$ cat src/rtl/drive_arbiter.sv
// drive_arbiter
// Chooses the robot's drive command from the obstacle sensor, the IR remote
// and the camera classifier, and hands it to the UART JSON transmitter
// over a valid/ready handshake.
//
// Ports:
//   clk_50, reset      - 50 MHz clock, asynchronous active-high reset
//   ir_cmd, ir_valid   - IR button code and its one-cycle strobe
//   cam_dir            - camera direction (0 none, 1 left, 2 centre, 3 right, 4-7 none)
//   orange_detected    - target currently visible
//   distance, dist_valid - ultrasonic range and its one-cycle strobe
//   drive_state, mode  - arbitrated command and current mode
//   blocked            - obstacle latch
//   cmd_valid, cmd_state, cmd_ready - transmit handshake toward the UART side
module drive_arbiter #(
    parameter int unsigned STABLE_CYCLES  = 250000,
    parameter int unsigned MANUAL_TIMEOUT = 100000000,
    parameter int unsigned HEARTBEAT      = 25000000,
    parameter int unsigned DIST_W         = 18,
    parameter int unsigned STOP_DIST      = 20,
    parameter int unsigned CLEAR_DIST     = 30
) (
    input  logic              clk_50,
    input  logic              reset,
    input  logic [7:0]        ir_cmd,
    input  logic              ir_valid,
    input  logic [2:0]        cam_dir,
    input  logic              orange_detected,
    input  logic [DIST_W-1:0] distance,
    input  logic              dist_valid,
    output logic [3:0]        drive_state,
    output logic [1:0]        mode,
    output logic              cmd_valid,
    output logic [3:0]        cmd_state,
    input  logic              cmd_ready,
    output logic              blocked
);

    localparam int unsigned STAB_W = $clog2(STABLE_CYCLES + 1);
    localparam int unsigned TMO_W  = $clog2(MANUAL_TIMEOUT + 1);
    localparam int unsigned HB_W   = $clog2(HEARTBEAT + 1);

    localparam logic [STAB_W-1:0] STAB_LAST = STAB_W'(STABLE_CYCLES - 1);
    localparam logic [TMO_W-1:0]  TMO_LAST  = TMO_W'(MANUAL_TIMEOUT - 1);
    localparam logic [HB_W-1:0]   HB_LAST   = HB_W'(HEARTBEAT - 1);
    localparam logic [DIST_W-1:0] STOP_THR  = DIST_W'(STOP_DIST);
    localparam logic [DIST_W-1:0] CLEAR_THR = DIST_W'(CLEAR_DIST);

    localparam logic [1:0] MODE_IDLE    = 2'd0;
    localparam logic [1:0] MODE_AUTO    = 2'd1;
    localparam logic [1:0] MODE_MANUAL  = 2'd2;
    localparam logic [1:0] MODE_BLOCKED = 2'd3;

    localparam logic [3:0] DRV_STOP   = 4'd0;
    localparam logic [3:0] DRV_FWD    = 4'd1;
    localparam logic [3:0] DRV_LEFT   = 4'd2;
    localparam logic [3:0] DRV_RIGHT  = 4'd3;
    localparam logic [3:0] DRV_REV    = 4'd4;
    localparam logic [3:0] DRV_SEARCH = 4'd5;

    localparam logic [0:0] IDLE_TX  = 1'b0;
    localparam logic [0:0] WAIT_ACK = 1'b1;

    // ---------------- obstacle latch with hysteresis ----------------
    logic blocked_reg;

    always_ff @(posedge clk_50 or posedge reset) begin
        if (reset) begin
            blocked_reg <= 1'b0;
        end else if (dist_valid) begin
            // a zero reading means no echo came back: treat it as an obstacle
            if (distance == '0 || distance < STOP_THR)
                blocked_reg <= 1'b1;
            else if (distance >= CLEAR_THR)
                blocked_reg <= 1'b0;
        end
    end

    // ---------------- camera direction filter ----------------
    logic [1:0]        cam_norm;
    logic [1:0]        cand_reg;
    logic [1:0]        cam_filt_reg;
    logic [STAB_W-1:0] stab_cnt_reg;
    logic [STAB_W-1:0] stab_cnt_next;

    assign cam_norm = cam_dir[2] ? 2'd0 : cam_dir[1:0];

    always_comb begin
        stab_cnt_next = '0;
        if (cam_norm == cand_reg) begin
            if (stab_cnt_reg == STAB_LAST)
                stab_cnt_next = stab_cnt_reg;
            else
                stab_cnt_next = stab_cnt_reg + 1'b1;
        end
    end

    always_ff @(posedge clk_50 or posedge reset) begin
        if (reset) begin
            cand_reg     <= 2'd0;
            stab_cnt_reg <= '0;
            cam_filt_reg <= 2'd0;
        end else begin
            cand_reg     <= cam_norm;
            stab_cnt_reg <= stab_cnt_next;
            // reloads the same value every cycle once saturated; harmless
            if (stab_cnt_next == STAB_LAST)
                cam_filt_reg <= cam_norm;
        end
    end

    // ---------------- IR decode, mode and drive selection ----------------
    logic [1:0]       mode_reg, mode_next, saved_mode_reg, base_mode, want_mode;
    logic [3:0]       manual_cmd_reg, manual_cmd_next;
    logic [3:0]       drive_state_reg, drive_next;
    logic [TMO_W-1:0] tmo_cnt_reg, tmo_cnt_next;
    logic             ir_manual, ir_auto, ir_idle, timeout_hit;
    logic [3:0]       ir_drive;

    always_comb begin
        ir_manual = 1'b0;
        ir_auto   = 1'b0;
        ir_idle   = 1'b0;
        ir_drive  = DRV_STOP;
        if (ir_valid) begin
            case (ir_cmd)
                8'h01:   begin ir_manual = 1'b1; ir_drive = DRV_FWD;   end
                8'h02:   begin ir_manual = 1'b1; ir_drive = DRV_REV;   end
                8'h03:   begin ir_manual = 1'b1; ir_drive = DRV_LEFT;  end
                8'h04:   begin ir_manual = 1'b1; ir_drive = DRV_RIGHT; end
                8'h05:   begin ir_manual = 1'b1; ir_drive = DRV_STOP;  end
                8'h0A:   ir_auto = 1'b1;
                8'h0B:   ir_idle = 1'b1;
                default: ;
            endcase
        end
    end

    always_comb begin
        // while blocked, IR commands and the timeout act on the saved mode
        base_mode       = (mode_reg == MODE_BLOCKED) ? saved_mode_reg : mode_reg;
        timeout_hit     = (mode_reg == MODE_MANUAL) && (tmo_cnt_reg == TMO_LAST);
        want_mode       = base_mode;
        manual_cmd_next = manual_cmd_reg;
        if (ir_manual) begin
            want_mode       = MODE_MANUAL;
            manual_cmd_next = ir_drive;
        end else if (ir_auto) begin
            want_mode = MODE_AUTO;
        end else if (ir_idle) begin
            want_mode = MODE_IDLE;
        end else if (timeout_hit) begin
            want_mode = MODE_AUTO;
        end
        mode_next = blocked_reg ? MODE_BLOCKED : want_mode;

        // the manual timeout is frozen while blocked so the restored
        // manual session resumes where it left off
        if (ir_manual)
            tmo_cnt_next = '0;
        else if (mode_reg == MODE_MANUAL && !timeout_hit)
            tmo_cnt_next = tmo_cnt_reg + 1'b1;
        else if (mode_reg == MODE_BLOCKED)
            tmo_cnt_next = tmo_cnt_reg;
        else
            tmo_cnt_next = '0;

        drive_next = DRV_STOP;
        case (mode_next)
            MODE_MANUAL: drive_next = manual_cmd_next;
            MODE_AUTO: begin
                if (!orange_detected || cam_filt_reg == 2'd0)
                    drive_next = DRV_SEARCH;
                else if (cam_filt_reg == 2'd1)
                    drive_next = DRV_LEFT;
                else if (cam_filt_reg == 2'd2)
                    drive_next = DRV_FWD;
                else
                    drive_next = DRV_RIGHT;
            end
            default: drive_next = DRV_STOP;
        endcase
    end

    always_ff @(posedge clk_50 or posedge reset) begin
        if (reset) begin
            mode_reg        <= MODE_IDLE;
            saved_mode_reg  <= MODE_IDLE;
            manual_cmd_reg  <= DRV_STOP;
            tmo_cnt_reg     <= '0;
            drive_state_reg <= DRV_STOP;
        end else begin
            mode_reg        <= mode_next;
            manual_cmd_reg  <= manual_cmd_next;
            tmo_cnt_reg     <= tmo_cnt_next;
            drive_state_reg <= drive_next;
            if (blocked_reg)
                saved_mode_reg <= want_mode;
        end
    end

    // ---------------- transmit sequencing ----------------
    logic [0:0]      tx_state_reg;
    logic [3:0]      cmd_state_reg;
    logic [3:0]      last_sent_reg;
    logic [HB_W-1:0] hb_cnt_reg;

    always_ff @(posedge clk_50 or posedge reset) begin
        if (reset) begin
            tx_state_reg  <= IDLE_TX;
            cmd_state_reg <= DRV_STOP;
            last_sent_reg <= DRV_STOP;
            hb_cnt_reg    <= '0;
        end else begin
            case (tx_state_reg)
                IDLE_TX: begin
                    if (drive_state_reg != last_sent_reg || hb_cnt_reg == HB_LAST) begin
                        tx_state_reg  <= WAIT_ACK;
                        cmd_state_reg <= drive_state_reg;
                    end else begin
                        hb_cnt_reg <= hb_cnt_reg + 1'b1;
                    end
                end
                default: begin
                    // cmd_state is frozen here; a newer drive_state is
                    // picked up as a mismatch once back in IDLE_TX
                    if (cmd_ready) begin
                        tx_state_reg  <= IDLE_TX;
                        last_sent_reg <= cmd_state_reg;
                        hb_cnt_reg    <= '0;
                    end
                end
            endcase
        end
    end

    assign drive_state = drive_state_reg;
    assign mode        = mode_reg;
    assign blocked     = blocked_reg;
    assign cmd_valid   = (tx_state_reg == WAIT_ACK);
    assign cmd_state   = cmd_state_reg;

endmodule

$ cat config.mk
export PLATFORM = sky130hd
export DESIGN_NAME = drive_arbiter
export DESIGN_NICKNAME = d
export VERILOG_FILES = /design/src/rtl/drive_arbiter.sv
export SDC_FILE = /design/constraint.sdc
export NUM_CORES = 1
export LEC_CHECK = 0
export BUFFER_PORTS_ARGS = -buffer_cell sky130_fd_sc_hd__buf_2
export CAP_MARGIN = 10
export CORE_ASPECT_RATIO = 1.4
export CORE_UTILIZATION = 59
export CTS_CLUSTER_SIZE = 40
export DETAILED_ROUTE_END_ITERATION = 10
export MAX_ROUTING_LAYER = met4
export PLACE_DENSITY_LB_ADDON = 0.12
export SLEW_MARGIN = 5
export SYNTH_ARGS = -nofsm -noshare
export SYNTH_HDL_FRONTEND = slang
export SYNTH_SLANG_ARGS = --single-unit
$ cat constraint.sdc
create_clock -name clk_50 -period 3.2 [get_ports clk_50]
set_clock_uncertainty 0.05 [all_clocks]
set_input_delay 0.16 -clock clk_50 [delete_from_list [all_inputs] [get_ports clk_50]]
set_output_delay 0.16 -clock clk_50 [all_outputs]
set_load 0.1 [all_outputs]
======== Word-level counts from Yosys, hierarchy flattened ========
Cells that the tools add are included.
operators by class
  magnitude comparators ................... 2
  bitwise gates (word level) .............. 1
  reduce and logical (&&, ||, !) cells .... 15
  multiplexer cells ....................... 33
  add/subtract/negate cells ............... 3
  eq/ne operators ......................... 22
operators by type and width
  kind                   count
  $mux 27                3
  $mux 25                3
  $eq 18x18->1 const B   2
  $mux 18                2
  $add 27x1->27 const B  1
  $eq 27x27->1 const B   1
  $add 25x1->25 const B  1
  $eq 25x25->1 const B   1
  $add 18x1->18 const B  1
  $ge 18x5->1 const B    1
  $logic_not 18->1       1
  $lt 18x5->1 const B    1
  $mux 2                 9
  $eq 8x2->1 const B     2
  $eq 8x3->1 const B     2
  $eq 8x4->1 const B     2
  $pmux 3 s4             1
  $mux 1                 11
  $eq 2x2->1 const B     4
  $eq 8x1->1 const B     1
  $pmux 4 s2             1
  $reduce_and 2->1       4
  $mux 3                 2
  $reduce_or 5->1        1
  12 further kinds       18
storage, ports and cells
  bits of input ports ..................... 35
  output and inout port bits .............. 12
  word-level logic and storage cells ...... 89
  flip-flop bits (word level) ............. 96

======== Depth between registers and ports, before layout ========
Gate-level depths: netlist of run 1.
  word-level depth ........................ 9
  gate-level depth with buffers ........... 11
  depth with buffers taken out ............ 11

======== Least setup slack after synthesis of run 1 ========
OpenSTA, ideal clock, no wires.
  path kind ............................... register -> register
  from .................................... reg drive_state_reg[2] (netlist: drive_state[2])
  to ...................................... reg hb_cnt_reg[21]
  cell stages (with the launch flop) ...... 9
  arrival time ............................ 2.685 ns
  clock period less this slack ............ 2.867 ns
  data required time ...................... 3.018 ns
  path buffers ............................ 1
  setup slack ............................. 0.333 ns
  setup time .............................. 0.132 ns
  path through ............................ dfrtp_1 > xnor2_1 > nand4_1 > a311o_1 > or3_1 > clkbuf_1 > nor3_1 > xnor2_1 > nor2_1
on the way
  cells in the longest elaborated chain, start to end .. 4
ends and longest elaborated chain
  item                               RTL line  text
  start, declared                    115       logic [3:0] drive_state_reg, drive_next;
  start signal, assigned             196       drive_state_reg <= drive_next;
  $ne 4x4->1                         217       if (drive_state_reg != last_sent_reg || hb_cnt_reg == HB_LAST) begin
  $logic_or 1x1->1                   217
  $ne 2x2->1 (no source line)        --
  $reduce_and 2->1 (no source line)  --
  end signal, assigned               221       hb_cnt_reg <= hb_cnt_reg + 1'b1;
  end, declared                      206       logic [HB_W-1:0] hb_cnt_reg;
Every way passes these cells.
A chain may end at the register's enable or synchronous reset.

======== Final worst setup path of run 1 ========
  from .................................... reg tmo_cnt_reg[1]
  to ...................................... reg drive_state_reg[2] (netlist: drive_state[2])
on the way
  cells in the longest elaborated chain, start to end .. 9
  elaborated cells between the ends (all ways) .. 10
  those cells by class .................... eq/ne: 3; mux: 6; reduce/logical: 1
ends and longest elaborated chain
  item                                      RTL line  text
  start, declared                           116       logic [TMO_W-1:0] tmo_cnt_reg, tmo_cnt_next;
  start signal, assigned                    195       tmo_cnt_reg <= tmo_cnt_next;
  $eq 27x27->1 (*)                          142       timeout_hit = (mode_reg == MODE_MANUAL) && (tmo_cnt_reg == TMO_LAST);
  $logic_and 1x1->1 (*)                     142
  $mux 2 (*)                                152       end else if (timeout_hit) begin
  $mux 2 (*)                                150       end else if (ir_idle) begin
  $mux 2 (*)                                148       end else if (ir_auto) begin
  $mux 2 (*)                                145       if (ir_manual) begin
  $mux 2 (*)                                155       mode_next = blocked_reg ? MODE_BLOCKED : want_mode;
  $eq 2x1->1 or $eq 2x2->1 (tied branches)  169       case (mode_next)
  $pmux 4 s2 (*)                            169
  via drive_next[2]                         115
Mark *: on every way through the listed nets, which the timed path passes. The rest lies on a longest branch.

==> results of run 1 <==
-- layout make-up --
cell class / instances / area (um^2)
Multi-Input combinational cell: 403 / 2430
Timing Repair Buffer: 54 / 300
Clock inverter: 7 / 53.8
Sequential cell: 96 / 2400
Clock buffer: 9 / 225
Inverter: 19 / 72.6
Fill cell: 646 / 2540
Tap cell: 102 / 128
-- logic make-up (layout without fill, tap and decap cells) --
logic type / after synthesis / in the layout
buf+inv: 30 / 89
compound gates: 80 / 80
simple gates: 262 / 262
fa+ha+maj: 5 / 5
flops: 96 / 96
mux: 10 / 10
xor+xnor: 46 / 46
-- worst max-delay path by stage --
stage | start | to | cells after the start
after CTS | tmo_cnt_reg[0] | drive_state[2] | 11
after detailed placement | tmo_cnt_reg[0] | drive_state[2] | 11
after global placement | tmo_cnt_reg[0] | drive_state[2] | 11
after floorplan | drive_state[2] | hb_cnt_reg[21] | 8
final | tmo_cnt_reg[1] | drive_state[2] | 11
after global routing | tmo_cnt_reg[0] | drive_state[2] | 11
-- Yosys cell counts (all sizes together) (7+ instances only) --
| library cell | n | area share |
|---|---|---|
| and2 | 7 | 0.0089 |
| clkbuf | 10 | 0.0076 |
| and4 | 7 | 0.012 |
| a21oi | 17 | 0.017 |
| nor3 | 14 | 0.014 |
| inv | 19 | 0.014 |
| or3 | 10 | 0.013 |
| nand3 | 27 | 0.030 |
| and3 | 15 | 0.019 |
| nand2 | 61 | 0.046 |
| xor2 | 18 | 0.032 |
| nor2 | 67 | 0.051 |
| nand4 | 17 | 0.022 |
| mux2 | 7 | 0.016 |
| xnor2 | 28 | 0.050 |
| o21ai | 32 | 0.035 |
| dfrtp | 96 | 0.49 |
-- routing by layer --
metal | vias up | wire [um] | global-route usage
met3 | 19 | 423 | 0.0650
met1 | 2011 | 4410 | 0.299
met5 | - | 0 | -
met2 | 92 | 5390 | 0.477
li1 | 1974 | - | -
met4 | 0 | 206 | 0.103
-- worst max-delay path, delay by kind of cell, from the launching register on --
kind | cells | cell delay, ns
compound gates | 3 | 0.43
flops | 1 | 0.39
fa+ha+maj | 2 | 0.43
simple gates | 6 | 1.38
-- stage by stage --
stage | instances | setup WS, ns | hold WS [ns]
3_3_place_gp | 671 | 0.518 | 0.248
2_1_floorplan | 529 | 0.333 | 0.185
3_5_place_dp | 671 | 0.454 | 0.254
5_1_grt | 690 | 0.0985 | 0.0669
6_report | 690 | 0.403 | 0.0473
4_1_cts | 690 | 0.418 | 0.0364
-- power by group through the flow --
stage	clock (mW)	sequential (mW)	combinational, mW
floorplan	0	1.67	0.440
detailed placement	0	1.42	0.913
CTS	1.04	1.40	0.923
global placement	0	1.42	0.890
finish	1.02	1.40	0.912
global route	1.09	1.42	1.01
-- timing repair --
item                       CTS  global route
hold buffers                 3             0
setup endpoints to repair    0             0
hold endpoints to repair    44             0
==> out/results.ini, run 1 <==
[logic_synthesis]
syn_inst = 529
synth-compound-area-share = 0.0999
yosys.area_share.simple = 0.275
async_flop_share = 1.00
synth_edf_count = 0
ys_seq_area_frac = 0.486
synth_top_family_by_area = simple AND/OR/NAND/NOR gates
synthFlopType = dfrtp_1
synthMuxAreaShare = 0.0220
netlist_area_um2 = 4950
syn-num-nets = 569
yosysUniqueCellTypes = 54
synth_seq_cells = 96
synth-xor-area-share = 0.0815
yosys_warnings = 0
avgSynthCellArea_um2 = 9.35
synth_adder_area_share = 0.0126

[power_and_ir_drop]
power.density_nw_per_um2 = 593
comb_power_share = 0.274
seq_power_share = 0.421
swShare = 0.374
p_int_mw = 2.08
p_sw_mw = 1.25
power.static_leakage_nw = 2.48
p_total_mw = 3.33
power_frac_clock = 0.305
ir_drop_uv = 516

[drt]
drt_iter0_drc = 200
ant_nets = 0
drt_pre_antenna_iters = 4
routed_wirelength_mm = 10.4
vias = 4096
wl_per_cell_um = 15.1
avgViaCountPerCell = 5.94
drcViolationCount = 0

[sta]
finalSetupTns_ns = 0
setup_viol = 0
period_share = 0.874
min_period_ns = 2.80
rsz0062_at_grt = false
worst_pin_slew_ns = 0.750
max_freq_mhz = 357
drv_slew = 0
maxSlewHeadroom = 0.500
hold_viol = 0

[floorplan]
die_h_um = 110
dieArea_um2 = 8760
fp.coreArea_um2 = 8150
io_pins = 47
rows = 39
fp.dieW_um = 79.4
initial_core_util = 0.607

[clock_tree]
worstSkewPairLatency_ns = 0.35
cts.path.max_buffers = 2
cts_resized = 0
cts.reportedPaths.clkPinSlew_ns = 0.07
cts_setup_buffers = 0
cts-root-buf = clkbuf_16
cts-buffers-inserted = 9
cts_tree = done
cts_sinks = 96
cts_htree_levels = 3

[outcome]
status = completed

[global_routing]
grt-ovfl-total = 0
grt_max_degree = 45
antenna_found_initial = 0
first_global_vias = 3998
global_route.usage.total = 0.272
grt_first_pass_wirelength_mm = 17.9

[worst_setup_path]
reg2regPathDepth = 11
timing.rr.end = drive_state[2]
crit-reg2reg-launch = tmo_cnt_reg[1]
worst-endpoint-required_ns = 3.39
crit_chain = ha_1 > and2_1 > nand4b_1 > or4_1 > nor2_1 > o22a_1 > o22ai_1 > and2_1 > ha_1 > a22oi_1 > nor2_1
cp-start-kind = flip-flop
crit_fanout = 5
reg2reg_setup_slack_ns = 0.40
crit_arrival_ns = 2.98
worstSetupPathType = reg2reg
worst_setup_path_end_kind = flip-flop
cpPeakStageDelay_ns = 0.61
cpMaxStageDelayCell = or4_1

[final_layout]
diodes = 0
nNetsFinal = 623
final_common_cell = dfrtp_1
final_area_um2 = 5610
largest_reg_flops = 27
final_util = 0.689
drive_above_1_share = 0.151
area_growth_pct = 13.5
most-common-layout-cells = 96 x dfrtp_1, 66 x nor2_1, 61 x nand2_1, 45 x buf_2, 31 x o21ai_0

[place]
gp_congestion = 0.848
dp_hpwl_mm = 7.49
placed_cell_area_um2 = 5300
io_buffers = 45

[worst_hold_path]
min_path_type = in2reg
hold_end = blocked
min_from = distance[10]
min_path_cells = 4

[run]
maxCapViolations = 0

Note: power is estimated with default switching activity, not from simulation.
==> run 2: changes to the inputs <==
--- a/config.mk
+++ b/config.mk
@@ -9,8 +9,9 @@
 export CAP_MARGIN = 10
 export CORE_ASPECT_RATIO = 1.4
 export CORE_UTILIZATION = 59
-export CTS_CLUSTER_SIZE = 40
+export CTS_CLUSTER_SIZE = 28
 export DETAILED_ROUTE_END_ITERATION = 10
+export GPL_TIMING_DRIVEN = 0
 export MAX_ROUTING_LAYER = met4
 export PLACE_DENSITY_LB_ADDON = 0.12
 export SLEW_MARGIN = 5
==> run 2 against run 1 <==
Net effect:
- core utilization is 0.61 points higher
- clock-buffer cell count stayed put
- die area stayed put
- highest routed layer unchanged
- wire length is 1.3% lower
- clock power is 9.8% higher
==> out/results.ini, run 2 (synthesized netlist as in run 1, its figures left out) <==
[outcome]
status = completed

[final_layout]
diodes = 0
drive_above_1_share = 0.140
most-common-layout-cells = 96 x dfrtp_1, 66 x nor2_1, 61 x nand2_1, 44 x buf_2, 31 x o21ai_0
final_common_cell = dfrtp_1
largest_reg_flops = 27
nNetsFinal = 628
area_growth_pct = 14.5
final_area_um2 = 5660
fin_cells = 695

[power_and_ir_drop]
p_int_mw = 2.17
power_frac_clock = 0.325
p_sw_mw = 1.26
seq_power_share = 0.408
power.static_leakage_nw = 2.50
swShare = 0.368
ir_drop_uv = 556
comb_power_share = 0.268
power.density_nw_per_um2 = 606
p_total_mw = 3.43

[worst_setup_path]
worstSetupPathType = reg2reg
cp-start-kind = flip-flop
reg2regPathDepth = 8
crit-reg2reg-launch = stab_cnt_reg[8]
crit_fanout = 8
worst-endpoint-required_ns = 3.38
crit_arrival_ns = 3.00
reg2reg_setup_slack_ns = 0.37
worst_setup_path_end_kind = flip-flop
timing.rr.end = cam_filt_reg[0]

[sta]
period_share = 0.883
fin_hold_ws_ns = 0.0428
min_period_ns = 2.83
finalSetupTns_ns = 0
max_freq_mhz = 354
rsz0062_at_grt = false
maxSlewHeadroom = 0.388
drv_slew = 0
setup_viol = 0
worst_pin_slew_ns = 0.912
hold_viol = 0

[drt]
drcViolationCount = 0
drt_iter0_drc = 192
vias = 4022
avgViaCountPerCell = 5.79
routed_wirelength_mm = 10.3
ant_nets = 0
drt_pre_antenna_iters = 5
wl_per_cell_um = 14.8

[place]
placed_cell_area_um2 = 5320
dp_cells = 676
gp_congestion = 0.829
io_buffers = 44
dp_hpwl_mm = 7.39

[worst_hold_path]
min_from = distance[10]
hold_end = blocked
min_path_cells = 4
min_path_type = in2reg

[clock_tree]
worstSkewPairLatency_ns = 0.34
cts_htree_levels = 3
cts.path.max_buffers = 2
cts-buffers-inserted = 9
cts_resized = 0
cts_sinks = 96
cts.reportedPaths.clkPinSlew_ns = 0.07
cts_hold_buf = 3
cts_setup_buffers = 0
cts_tree = done
cts-root-buf = clkbuf_16

[global_routing]
grt_max_degree = 60
met2_usage = 0.452
first_global_vias = 3862
grt_busiest_layer = met2
global_route.usage.total = 0.267
grt-ovfl-total = 0
grt_first_pass_wirelength_mm = 17.4
use_met1 = 0.309
grt_util_met3 = 0.0362
antenna_found_initial = 0

[floorplan]
rows = 39
initial_core_util = 0.607
dieArea_um2 = 8760
die_h_um = 110
fp.coreArea_um2 = 8150
io_pins = 47
fp.dieW_um = 79.4

[run]
maxCapViolations = 0

run 2: changes by cell type in the layout (fill, tap and decap cells not counted), sizes merged:
| cell | delta |
|---|---|
| buf | -5 |
| inv | +2 |
| clkinvlp | -2 |
| clkbuf | +10 |
| bufinv | +1 |
| clkinv | -1 |
run 2: worst max-delay path by stage:
stage	start	to	slack [ns]	depth (start not counted)
6_report	stab_cnt_reg[8]	cam_filt_reg[0]	0.37	8
5_1_grt	stab_cnt_reg[8]	cam_filt_reg[0]	0.06	8
4_1_cts	tmo_cnt_reg[0]	drive_state[2]	0.40	11
3_5_place_dp	tmo_cnt_reg[0]	drive_state[2]	0.43	11
3_3_place_gp	reset	stab_cnt_reg[0]	-0.59	2
2_1_floorplan	drive_state[2]	hb_cnt_reg[21]	0.33	8
run 2: through the flow:
step / setup WS [ns] / utilization
4_1_cts: 0.401 / 0.695
5_1_grt: 0.0640 / 0.695
2_1_floorplan: 0.333 / -
6_report: 0.374 / 0.695
3_5_place_dp: 0.431 / 0.653
3_3_place_gp: -0.586 / 0.650
run 2: area by class of cell:
cell class	instances	area (um^2)
Fill cell	633	2490
Multi-Input combinational cell	403	2430
Buffer	11	41.3
Inverter	19	73.8
Sequential cell	96	2400
Clock inverter	7	83.8
Timing Repair Buffer	48	278
Clock buffer	9	225
Tap cell	102	128
run 2: routing by layer:
metal	share of wire	up-vias	wire length (um)
li1	-	1998	-
met1	0.44	1910	4490
met2	0.50	93	5170
met3	0.035	21	363
met4	0.027	0	282
met5	0	-	0
run 2: power by group through the flow:
| stage | registers, mW | clock network (mW) | logic, mW |
|---|---|---|---|
| 2_1_floorplan | 1.67 | 0 | 0.440 |
| 3_3_place_gp | 1.41 | 0 | 0.884 |
| 3_5_place_dp | 1.42 | 0 | 0.909 |
| 4_1_cts | 1.40 | 1.13 | 0.918 |
| 5_1_grt | 1.41 | 1.19 | 1.00 |
| 6_report | 1.40 | 1.12 | 0.919 |
run 2: critical path: stages (launching register included):
cell and delay, ns:
dfrtp_1 0.36, clkbuf_1 0.20, nor4_1 0.24, nand4_1 0.24, nor2_1 0.39, mux2_2 0.39
nor4b_1 0.30, nand4_1 0.22, mux2_2 0.32
==> run 3: changes to the inputs <==
--- a/config.mk
+++ b/config.mk
@@ -8,7 +8,8 @@
 export BUFFER_PORTS_ARGS = -buffer_cell sky130_fd_sc_hd__buf_2
 export CAP_MARGIN = 10
 export CORE_ASPECT_RATIO = 1.4
-export CORE_UTILIZATION = 59
+export CORE_MARGIN = 2
+export CORE_UTILIZATION = 64
 export CTS_CLUSTER_SIZE = 28
 export DETAILED_ROUTE_END_ITERATION = 10
 export GPL_TIMING_DRIVEN = 0
==> constraint.sdc (replaced) <==
create_clock -name clk_50 -period 3.6 [get_ports clk_50]
set_clock_uncertainty 0.05 [all_clocks]
set_input_delay 0.18 -clock clk_50 [delete_from_list [all_inputs] [get_ports clk_50]]
set_output_delay 0.18 -clock clk_50 [all_outputs]
set_load 0.1 [all_outputs]
==> run 3 against run 2 <==
Net effect:
- first-iteration DRC count increased by 98%
- non-clock buffer count did not move
- hold slack lost 0.015 ns
- maximum frequency is 3.3% lower
- critical path depth increased by 3
- die area down 3.4%
- highest routed layer unchanged
- combinational power shrank 11%
==> out/results.ini, run 3 (synthesized netlist as in run 1, its figures left out) <==
[outcome]
status = completed

[clock_tree]
cts-buffers-inserted = 9
cts_htree_levels = 3
cts_tree = done
cts_sinks = 96
cts.reportedPaths.clkPinSlew_ns = 0.10
cts_setup_buffers = 0
worstSkewPairLatency_ns = 0.38
cts-root-buf = clkbuf_8
cts.path.max_buffers = 2

[sta]
maxSlewHeadroom = 0.315
setup_viol = 0
rsz0062_at_grt = false
hold_viol = 0
fin_ws_ns = 0.678
max_freq_mhz = 342
worst_pin_slew_ns = 1.02
drv_slew = 0
min_period_ns = 2.92
period_share = 0.812

[final_layout]
diodes = 0
seq_area_um2 = 2400
drive_above_1_share = 0.140
multi_input_area_um2 = 2430
final_common_cell = dfrtp_1
area_growth_pct = 12.7
nNetsFinal = 628
final_area_um2 = 5570
largest_reg_flops = 27
fillers = 528
most-common-layout-cells = 96 x dfrtp_1, 66 x nor2_1, 61 x nand2_1, 44 x buf_2, 31 x o21ai_0

[global_routing]
grt_first_pass_wirelength_mm = 18.1
antenna_found_initial = 0
grt_max_degree = 53
first_global_vias = 4058
grt-ovfl-total = 0
global_route.usage.total = 0.279

[worst_setup_path]
worst-endpoint-required_ns = 3.82
worstSetupPathType = reg2reg
crit_fanout = 5
crit_arrival_ns = 3.14
cp-start-kind = flip-flop
worst_setup_path_end_kind = flip-flop

[drt]
ant_nets = 0
drcViolationCount = 0
avgViaCountPerCell = 6.09
vias = 4201
drt_pre_antenna_iters = 7
drt_iter0_drc = 380
routed_wirelength_mm = 11.0
wl_per_cell_um = 15.9

[place]
io_buffers = 44
gp_congestion = 0.854
detailedPlace.worstSlack_ns = 0.782
placed_cell_area_um2 = 5320
dp_hpwl_mm = 7.76

[power_and_ir_drop]
swShare = 0.383
comb_power_share = 0.286
power.density_nw_per_um2 = 515
p_total_mw = 2.87
power_frac_clock = 0.280
ir_drop_uv = 343
seq_power_share = 0.434
p_sw_mw = 1.10
power.static_leakage_nw = 2.45
p_int_mw = 1.77

[floorplan]
rows = 37
die_h_um = 108
fp.dieW_um = 78.3
dieArea_um2 = 8460
initial_core_util = 0.668
io_pins = 47
fp.coreArea_um2 = 7410

[worst_hold_path]
min_path_type = in2reg

[run]
maxCapViolations = 0

==> run 3: cell count changes in the layout (fill, tap and decap cells not counted), sizes merged <==
| cell | change |
|---|---|
| clkinvlp | +1 |
| inv | -1 |
| bufinv | +1 |
| clkinv | -1 |
==> run 3: timing repair <==
action | 4_1_cts | 5_1_grt
hold buffers | 3 | 0
endpoints found under the hold margin | 54 | 0
gates resized for setup | 0 | 0
==> run 3: per-stage QoR <==
stage                     cells  utilization  setup TNS, ns  hold slack (ns)
final                       690        0.752              0           0.0274
after CTS                   690        0.752              0           0.0322
after floorplan             529            -              0            0.205
after global routing        690        0.752              0           0.0414
after detailed placement    671        0.718              0            0.272
after global placement      670        0.714         -16.64            0.339
==> run 3: worst paths after layout <==
path | from | endpoint | slack [ns] | cells past startpoint
worst max-delay path | tmo_cnt_reg[0] | drive_state[2] | 0.68 | 11
worst min-delay path | distance[10] | blocked | 0.03 | 4
worst max register to register | tmo_cnt_reg[0] | drive_state[2] | 0.68 | 11
worst min register to register | cmd_state[2] | last_sent_reg[2] | 0.45 | 2
max in group asynchronous | reset | saved_mode_reg[0] | 2.42 | 4
min in group asynchronous | reset | hb_cnt_reg[7] | 0.43 | 3
==> run 3: layout make-up <==
class / instances / area share
buffer: 11 / 0.00741
clock inverter: 7 / 0.0182
multi-input combinational: 403 / 0.436
sequential: 96 / 0.431
inverter: 19 / 0.0132
tap: 97 / 0.0218
timing repair buffer: 48 / 0.0498
clock buffer: 9 / 0.0222
==> run 3: worst max-delay path, cell delays in order (launching register included) <==
cell      delay (ns)
dfrtp_1         0.42
ha_1            0.20
and2_1          0.28
nand4b_1        0.13
or4_1           0.62
nor2_1          0.14
o22a_1          0.15
o22ai_1         0.09
and2_1          0.18
ha_1            0.24
a22oi_1         0.23
nor2_1          0.08
==> run 3: power groups by stage <==
stage,combinational [mW],clock [mW],sequential (mW)
global route,0.886,0.844,1.26
detailed placement,0.816,0,1.26
finish,0.821,0.804,1.25
CTS,0.822,0.807,1.24
floorplan,0.391,0,1.48
global placement,0.792,0,1.26
==> run 3: per-layer routing <==
layer  up-vias  track usage  wire length (um)
li1       1985            -                 -
met1      2066        0.325              4550
met2       126        0.485              5690
met3        24       0.0467               509
met4         0        0.108               203
met5         -            -                 0
